--- src/rtl/video_timing_seq.sv ---
// Raster timing sequencer: walks a pixel/line grid and emits registered sync, blank and pulse outputs.
// Stopping is deferred to the end of the current frame. Resuming before then keeps the counters running.
module video_timing_seq #(
  parameter int H_ACTIVE = 8,
  parameter int H_FP     = 2,
  parameter int H_SYNC   = 3,
  parameter int H_BP     = 3,
  parameter int V_ACTIVE = 4,
  parameter int V_FP     = 1,
  parameter int V_SYNC   = 2,
  parameter int V_BP     = 1,
  parameter int CW       = 10
) (
  input  logic          clk,
  input  logic          rst,
  input  logic          start,
  input  logic          stop,
  input  logic          pix_en,
  output logic          busy,
  output logic [CW-1:0] hcnt,
  output logic [CW-1:0] vcnt,
  output logic          hsync,
  output logic          vsync,
  output logic          csync,
  output logic          cblank,
  output logic          active,
  output logic          line_start,
  output logic          frame_start,
  output logic [7:0]    frame_cnt
);

  localparam int H_TOTAL = H_ACTIVE + H_FP + H_SYNC + H_BP;
  localparam int V_TOTAL = V_ACTIVE + V_FP + V_SYNC + V_BP;

  localparam logic [CW-1:0] H_LAST   = CW'(H_TOTAL - 1);
  localparam logic [CW-1:0] V_LAST   = CW'(V_TOTAL - 1);
  localparam logic [CW-1:0] H_VIS    = CW'(H_ACTIVE);
  localparam logic [CW-1:0] V_VIS    = CW'(V_ACTIVE);
  localparam logic [CW-1:0] H_SYN_LO = CW'(H_ACTIVE + H_FP);
  localparam logic [CW-1:0] H_SYN_HI = CW'(H_ACTIVE + H_FP + H_SYNC);
  localparam logic [CW-1:0] V_SYN_LO = CW'(V_ACTIVE + V_FP);
  localparam logic [CW-1:0] V_SYN_HI = CW'(V_ACTIVE + V_FP + V_SYNC);

  typedef enum logic [1:0] {
    IDLE  = 2'd0,
    RUN   = 2'd1,
    DRAIN = 2'd2
  } state_t;

  state_t        state_q, state_d;
  logic [CW-1:0] hcnt_q, hcnt_d;
  logic [CW-1:0] vcnt_q, vcnt_d;
  logic          busy_q, hsync_q, vsync_q, csync_q, cblank_q, active_q;
  logic          hsync_d, vsync_d, csync_d, cblank_d, active_d;
  logic          line_start_q, line_start_d;
  logic          frame_start_q, frame_start_d;
  logic [7:0]    frame_cnt_q;
  logic          frame_inc;
  logic          advance, h_wrap, v_wrap;

  function automatic logic in_window(input logic [CW-1:0] c,
                                     input logic [CW-1:0] lo,
                                     input logic [CW-1:0] hi);
    return (c >= lo) && (c < hi);
  endfunction

  always_comb begin
    state_d       = state_q;
    hcnt_d        = hcnt_q;
    vcnt_d        = vcnt_q;
    line_start_d  = 1'b0;
    frame_start_d = 1'b0;
    frame_inc     = 1'b0;
    advance       = pix_en && (state_q != IDLE);
    h_wrap        = (hcnt_q == H_LAST);
    v_wrap        = (vcnt_q == V_LAST);

    if (advance) begin
      hcnt_d = h_wrap ? '0 : hcnt_q + CW'(1);
      if (h_wrap) begin
        vcnt_d = v_wrap ? '0 : vcnt_q + CW'(1);
      end
      line_start_d  = h_wrap;
      frame_start_d = h_wrap && v_wrap;
      frame_inc     = h_wrap && v_wrap;
    end

    case (state_q)
      IDLE: begin
        if (start) begin
          state_d       = RUN;
          hcnt_d        = '0;
          vcnt_d        = '0;
          line_start_d  = 1'b1;
          frame_start_d = 1'b1;
        end
      end
      RUN: begin
        if (stop) state_d = DRAIN;
      end
      DRAIN: begin
        if (start && !stop) begin
          state_d = RUN;
        end else if (advance && h_wrap && v_wrap) begin
          // Frame finished while draining: park without announcing a new frame.
          state_d       = IDLE;
          hcnt_d        = '0;
          vcnt_d        = '0;
          line_start_d  = 1'b0;
          frame_start_d = 1'b0;
          frame_inc     = 1'b0;
        end
      end
      default: state_d = IDLE;
    endcase
  end

  // Decode from next-state counters so registered outputs line up with registered hcnt/vcnt.
  always_comb begin
    hsync_d  = 1'b0;
    vsync_d  = 1'b0;
    csync_d  = 1'b0;
    cblank_d = 1'b1;
    active_d = 1'b0;
    if (state_d != IDLE) begin
      hsync_d  = in_window(hcnt_d, H_SYN_LO, H_SYN_HI);
      vsync_d  = in_window(vcnt_d, V_SYN_LO, V_SYN_HI);
      csync_d  = hsync_d | vsync_d;
      cblank_d = (hcnt_d >= H_VIS) | (vcnt_d >= V_VIS);
      active_d = !cblank_d;
    end
  end

  always_ff @(posedge clk) begin
    if (rst) begin
      state_q       <= IDLE;
      hcnt_q        <= '0;
      vcnt_q        <= '0;
      busy_q        <= 1'b0;
      hsync_q       <= 1'b0;
      vsync_q       <= 1'b0;
      csync_q       <= 1'b0;
      cblank_q      <= 1'b1;
      active_q      <= 1'b0;
      line_start_q  <= 1'b0;
      frame_start_q <= 1'b0;
      frame_cnt_q   <= 8'd0;
    end else begin
      state_q       <= state_d;
      hcnt_q        <= hcnt_d;
      vcnt_q        <= vcnt_d;
      busy_q        <= (state_d != IDLE);
      hsync_q       <= hsync_d;
      vsync_q       <= vsync_d;
      csync_q       <= csync_d;
      cblank_q      <= cblank_d;
      active_q      <= active_d;
      line_start_q  <= line_start_d;
      frame_start_q <= frame_start_d;
      if (frame_inc) frame_cnt_q <= frame_cnt_q + 8'd1;
    end
  end

  assign busy        = busy_q;
  assign hcnt        = hcnt_q;
  assign vcnt        = vcnt_q;
  assign hsync       = hsync_q;
  assign vsync       = vsync_q;
  assign csync       = csync_q;
  assign cblank      = cblank_q;
  assign active      = active_q;
  assign line_start  = line_start_q;
  assign frame_start = frame_start_q;
  assign frame_cnt   = frame_cnt_q;

endmodule
--- config.mk ---
export PLATFORM = sky130hd
export DESIGN_NAME = video_timing_seq
export DESIGN_NICKNAME = d
export VERILOG_FILES = /design/src/rtl/video_timing_seq.sv
export SDC_FILE = /design/constraint.sdc
export NUM_CORES = 1
export LEC_CHECK = 0
export CAP_MARGIN = 0
export CORE_AREA = 2 2 64 66
export DETAILED_ROUTE_END_ITERATION = 10
export DIE_AREA = 0 0 66 68
export PLACE_DENSITY = 0.83
export RECOVER_POWER = 100
export SYNTH_ARGS = -nofsm -noshare
export SYNTH_HDL_FRONTEND = slang
export SYNTH_SLANG_ARGS = --single-unit
--- constraint.sdc ---
create_clock -name clk -period 5 [get_ports clk]
set_input_delay 1 -clock clk [delete_from_list [all_inputs] [get_ports clk]]
set_output_delay 1 -clock clk [all_outputs]
set_load 0.01 [all_outputs]
==> results of run 1 <==
-- flip-flops by register name, indices dropped and copies added (netlist names), 2 cells and up --
name       count
hcnt          10
state_q        2
vcnt          10
frame_cnt      8
-- kinds of logic after synthesis --
kind of cell	Yosys count	synth area share [%]
buf+inv	16	3.08
flops	38	37.4
fa+ha+maj	3	1.85
mux	5	2.52
simple gates	115	29.5
xor+xnor	20	8.62
compound gates	53	17.0
-- synthesized netlist by cell type, types with 2 or more instances --
| master | instances |
|---|---|
| nand2b_1 | 2 |
| o31ai_1 | 5 |
| inv_1 | 5 |
| o21a_1 | 3 |
| xnor2_1 | 9 |
| o21ai_0 | 14 |
| and2_1 | 4 |
| o211ai_1 | 7 |
| xor2_1 | 11 |
| and3_1 | 5 |
| nand2_1 | 15 |
| nor3_1 | 12 |
| nand3_1 | 10 |
| nand3b_1 | 2 |
| a21oi_1 | 11 |
| ha_1 | 3 |
| or3_1 | 6 |
| nor4_1 | 7 |
| o22a_1 | 2 |
| dfxtp_1 | 38 |
| nor2_1 | 32 |
| buf_2 | 2 |
| and4_1 | 2 |
| clkbuf_1 | 9 |
| nand4_1 | 11 |
| a221oi_1 | 2 |
| or4_1 | 2 |
| mux2i_1 | 4 |
-- power groups by stage --
stage                     clock, uW  combinational, uW  sequential [uW]
after global placement            0               47.1              322
after floorplan                   0               28.8              321
after global routing            336               50.8              316
after CTS                       322               48.3              315
final                           318               46.5              315
after detailed placement          0               47.8              322
-- layout make-up --
cell class,count,area [um2]
clock buffer,6,82.6
clock inverter,2,60.1
fill,337,1270
inverter,5,18.8
multi-input combinational,196,1200
sequential,38,761
tap,50,62.6
timing repair buffer,41,404
-- metal layers --
| metal | wire, um | part of all wire (%) | up-vias | global-route usage (%) |
|---|---|---|---|---|
| li1 | - | - | 999 | - |
| met5 | 0 | 0 | - | 0 |
| met1 | 2180 | 45 | 939 | 30.1 |
| met4 | 58 | 1.2 | 0 | 7.65 |
| met3 | 393 | 8.2 | 9 | 6.09 |
| met2 | 2170 | 45 | 92 | 37.1 |
-- cells in the final DEF (no fill, tap or decap), types with 3 or more instances in the layout --
master / n
nand4_1: 11
mux2i_1: 4
ha_1: 3
nor4_1: 7
nand3_1: 10
and2_1: 4
a21oi_1: 11
o21a_1: 3
xor2_1: 11
or3_1: 6
dlygate4sd3_1: 38
nor3_1: 12
nor2_1: 32
o211ai_1: 7
dfxtp_1: 38
clkbuf_8: 6
inv_1: 5
xnor2_1: 9
nand2_1: 15
o21ai_0: 15
o31ai_1: 5
or4_1: 3
and3_1: 5
-- worst min-delay path by stage --
stage,endpoint,slack [ps],cells after the start
after floorplan,vcnt[9],520,2
after global placement,frame_cnt[7],500,2
after detailed placement,frame_cnt[7],510,2
after CTS,frame_cnt[7],540,2
after global routing,frame_cnt[5],570,2
final,frame_cnt[7],530,2
-- critical path, stage by stage --
cell and delay [ps]:
dlygate4sd3_1 620, o21ai_0 250, nor4_1 610, clkbuf_1 540
nand4_1 240, o21ai_0 250, a21oi_1 120, or4_1 490
-- metrics by stage --
step,utilization (%),std cells,power (uW),worst slack (ps),area (um2)
3_3_place_gp,64.0,330,369,1160,2470
6_report,67.2,338,679,1030,2590
5_1_grt,67.2,338,703,811,2590
4_1_cts,67.7,338,686,1330,2610
2_1_floorplan,-,250,350,1930,2030
3_5_place_dp,64.0,330,370,1040,2470
==> impl_metrics.py, run 1 <==
metrics = {
    "synth": {
        "synth-edff-count": 0,
        "ys_top_cells_by_area": "dfxtp_1 (37%), nor2_1 (5.9%), xor2_1 (4.7%)",
        "syn_area_per_cell_um2": 8.13,
        "synth_top_cell_by_area": "dfxtp_1",
        "yosysSeqAreaShare_pct": 37.4,
        "synth_cell_types": 43,
        "synth_top_flop_cell": "dfxtp_1",
        "async_reset_ff_share_pct": 0,
        "synth_fp_nets": 258,
        "postSynthCellCount": 250,
        "synth_top_cell_area_share_pct": 37.4,
        "syn-cell-area_um2": 2030,
        "yosys_warnings": 0,
        "ys_ff_latch": 38,
    },
    "grt": {
        "grt_start_max_net_pins": 23,
        "grt_overflow": 0,
        "grt_usage_pct": 23.0,
        "grt_pass1_vias": 1715,
        "antenna_found_initial": 0,
        "grt_pass1_wl_um": 8000,
    },
    "timing": {
        "clock_skew_ps": 6.61,
        "rsz0062_at_grt": "false",
        "tightest_slew_ps": 1010,
        "finalSetupViolCount": 0,
        "fin_tns_setup_ps": 0,
        "max_freq_mhz": 252,
        "hold_viol_final": 0,
        "slew_viol_final": 0,
        "min_period_ps": 3970,
        "timing.hold.ws_ps": 525,
        "finalCritPeriodShare_pct": 79.4,
        "slew_headroom_pct": 32.2,
    },
    "outcome": {
        "status": "completed",
    },
    "route": {
        "route.detailed.drc": 0,
        "drtAntennaViolNets": 0,
        "vias_per_cell": 6.03,
        "wl_per_cell_um": 14.2,
        "drtIter0Drc": 114,
        "drt-total-wl_um": 4800,
        "first_pass_iters": 7,
        "num_vias": 2039,
    },
    "clock_tree": {
        "cts_tree": "yes",
        "postCtsHoldBufs": 0,
        "postCtsSetupRepairBufs": 0,
        "cts_buffers": 5,
        "clockBufferDepth": 2,
        "cts.repair.resized": 0,
        "cts_sinks": 38,
        "clockRootBuffer": "clkbuf_8",
        "cts.reportedPaths.clkPinSlew_ps": 70,
        "htreeDepth": 2,
        "clock_latency_ps": 290,
    },
    "floorplanning": {
        "core_area_um2": 3860,
        "die_y_um": 68,
        "die-area_um2": 4490,
        "start_util_pct": 52.7,
        "num_rows": 23,
        "ios": 41,
        "die_w_um": 66,
    },
    "place": {
        "place.gp.congestion": 0.933,
        "port_buffers": 40,
        "hpwlAfterDp_um": 3390,
    },
    "setup_path": {
        "crit_fanout": 14,
        "crit_type": "input pin to flop",
        "r2r-end": "cblank",
        "cp.arrival_ps": 4130,
        "worstSetupEndpointType": "flop",
        "cp-startpoint": "pix_en",
        "reg2reg_from": "state_q[1]",
        "crit_path_end": "cblank",
        "worstSetupStartpointType": "input pin",
        "required_ps": 5160,
        "r2r_setup_slack_ps": 1650,
        "ff2ff_path_depth": 7,
    },
    "cells_and_area": {
        "area_delta_synth_final_pct": 27.4,
        "layout.nets": 295,
        "antennaDiodeCount": 0,
        "drive_above_1_share_pct": 4.17,
    },
    "pwr": {
        "clockPowerShare_pct": 46.8,
        "powerDensity_nw_per_um2": 262,
        "p_seq_share_pct": 46.4,
        "p_switching_uw": 139,
        "ir_worst_vdd_mv": 0.130,
        "p_leak_uw": 0.00103,
        "switching_share_pct": 20.4,
        "p_comb_share_pct": 6.8,
        "internal_power_uw": 541,
    },
    "flow_run": {
        "drv_cap": 0,
    },
    "worst_hold_path": {
        "hp-class": "flop to flop",
        "hold_start": "frame_cnt[7]",
    },
}
No activity file was read; power rests on OpenSTA's default activity.
==> run 2, diff against run 1 <==
--- a/config.mk
+++ b/config.mk
@@ -6,10 +6,10 @@
 export NUM_CORES = 1
 export LEC_CHECK = 0
 export CAP_MARGIN = 0
-export CORE_AREA = 2 2 64 66
+export CORE_AREA = 2 2 70 72
 export DETAILED_ROUTE_END_ITERATION = 10
-export DIE_AREA = 0 0 66 68
-export PLACE_DENSITY = 0.83
+export DIE_AREA = 0 0 72 74
+export PLACE_DENSITY = 0.74
 export RECOVER_POWER = 100
 export SYNTH_ARGS = -nofsm -noshare
 export SYNTH_HDL_FRONTEND = slang
==> constraint.sdc (replaced) <==
create_clock -name clk -period 3.4 [get_ports clk]
set_input_delay 0.68 -clock clk [delete_from_list [all_inputs] [get_ports clk]]
set_output_delay 0.68 -clock clk [all_outputs]
set_load 0.01 [all_outputs]
==> impl_metrics.py, run 2 (synthesis gave the netlist of run 1 again) <==
metrics = {
    "outcome": {
        "status": "completed",
    },
    "cells_and_area": {
        "area_delta_synth_final_pct": 31.0,
        "antennaDiodeCount": 0,
        "fillers": 424,
        "regArea_um2": 761,
        "layout.nets": 305,
        "postLayoutCoreUtil_pct": 57.9,
        "final_cell_mix": "dfxtp_1 (38), dlygate4sd3_1 (38), nor2_1 (32), nand2_1 (15), o21ai_0 (15)",
        "drive_above_1_share_pct": 6.71,
        "multi_input_area_um2": 1200,
    },
    "timing": {
        "rsz0062_at_grt": "false",
        "slew_viol_final": 0,
        "clock_skew_ps": 8.19,
        "fin_tns_setup_ps": 0,
        "hold_viol_final": 0,
        "finalSetupViolCount": 0,
        "min_period_ps": 3150,
        "slew_headroom_pct": 59.4,
        "finalCritPeriodShare_pct": 92.5,
        "tightest_slew_ps": 608,
        "max_freq_mhz": 318,
    },
    "place": {
        "hpwlAfterDp_um": 3640,
        "port_buffers": 40,
        "place.gp.congestion": 0.882,
    },
    "grt": {
        "grt_start_max_net_pins": 22,
        "grt_usage_pct": 19.6,
        "antenna_found_initial": 0,
        "grt_pass1_vias": 1781,
        "grt_pass1_wl_um": 8220,
        "grt_overflow": 0,
    },
    "floorplanning": {
        "die-area_um2": 5330,
        "die_w_um": 72,
        "ios": 41,
        "core_area_um2": 4600,
        "start_util_pct": 44.2,
        "die_y_um": 74,
        "num_rows": 25,
    },
    "setup_path": {
        "cp-startpoint": "pix_en",
        "r2r-end": "cblank",
        "cp.arrival_ps": 3310,
        "crit_type": "input pin to flop",
        "crit_fanout": 6,
        "required_ps": 3560,
        "worstSetupStartpointType": "input pin",
        "r2r_setup_slack_ps": 480,
        "worstSetupEndpointType": "flop",
        "ff2ff_path_depth": 6,
        "reg2reg_from": "hcnt[6]",
    },
    "pwr": {
        "clockPowerShare_pct": 46.9,
        "powerDensity_nw_per_um2": 380,
        "p_comb_share_pct": 8.0,
        "internal_power_uw": 800,
        "p_leak_uw": 0.00107,
        "p_switching_uw": 211,
        "switching_share_pct": 20.9,
        "ir_worst_vdd_mv": 0.222,
        "p_seq_share_pct": 45.1,
    },
    "clock_tree": {
        "postCtsHoldBufs": 0,
        "cts_tree": "yes",
        "cts.reportedPaths.clkPinSlew_ps": 80,
        "postCtsSetupRepairBufs": 0,
        "clockRootBuffer": "clkbuf_8",
        "cts_buffers": 5,
        "htreeDepth": 2,
        "clockBufferDepth": 2,
        "clock_latency_ps": 290,
        "cts_sinks": 38,
        "cts.repair.resized": 0,
    },
    "worst_hold_path": {
        "min_to": "frame_cnt[7]",
        "hold_start": "frame_cnt[7]",
        "hold_depth": 2,
        "hp-class": "flop to flop",
    },
    "route": {
        "drtIter0Drc": 139,
        "first_pass_iters": 5,
        "num_vias": 2008,
        "vias_per_cell": 5.70,
        "drt-total-wl_um": 4970,
        "route.detailed.drc": 0,
        "drtAntennaViolNets": 0,
        "wl_per_cell_um": 14.1,
    },
    "flow_run": {
        "drv_cap": 0,
    },
}
-- run 2: changes by cell type in the layout (fill, tap and decap cells not counted), sizes merged --
| cell | before | now |
|---|---|---|
| clkbuf | 7 | 9 |
| buf | 0 | 8 |
-- run 2: power groups by stage --
stage / Sequential [uW] / Combinational [uW] / Clock (uW)
2_1_floorplan: 472 / 42.4 / 0
3_3_place_gp: 468 / 84.3 / 0
3_5_place_dp: 467 / 85.0 / 0
4_1_cts: 457 / 85.3 / 486
5_1_grt: 458 / 89.2 / 505
6_report: 456 / 80.6 / 474
-- run 2: area by class of cell --
cell class / instances / area share [%]
sequential: 38 / 28.6
timing repair buffer: 51 / 17.7
clock inverter: 2 / 2.26
clock buffer: 6 / 3.10
tap: 54 / 2.54
multi-input combinational: 196 / 45.1
inverter: 5 / 0.705
-- run 2: critical path, cell delays in order --
cell	delay [ps]
dlygate4sd3_1	560
o21ai_0	120
or4_1	650
or3_4	440
mux2i_1	170
a21oi_1	150
or4_1	530
-- run 2: worst max path at each step --
stage                     endpoint  slack (ps)  depth (start not counted)
final                       cblank         250                          7
after global routing        cblank         130                          8
after CTS                   cblank         360                          8
after global placement      cblank         220                          8
after detailed placement    cblank          60                          8
after floorplan             cblank         650                          6
-- run 2: through the flow --
| stage | hold slack, ps | total power (uW) | instances | worst slack [ps] | cell area [um2] |
|---|---|---|---|---|---|
| detailed placement | 511 | 552 | 344 | 61.1 | 2550 |
| floorplan | 523 | 514 | 250 | 651 | 2030 |
| CTS | 532 | 1030 | 352 | 358 | 2690 |
| global route | 569 | 1050 | 352 | 131 | 2660 |
| global placement | 499 | 552 | 344 | 217 | 2550 |
| finish | 522 | 1010 | 352 | 254 | 2660 |
-- run 2: routing by layer --
layer  track usage [%]  routed length (um)
met1              25.9                2280
met2              31.0                2290
met3              4.47                 317
met4              8.39                  91
met5                 0                   0
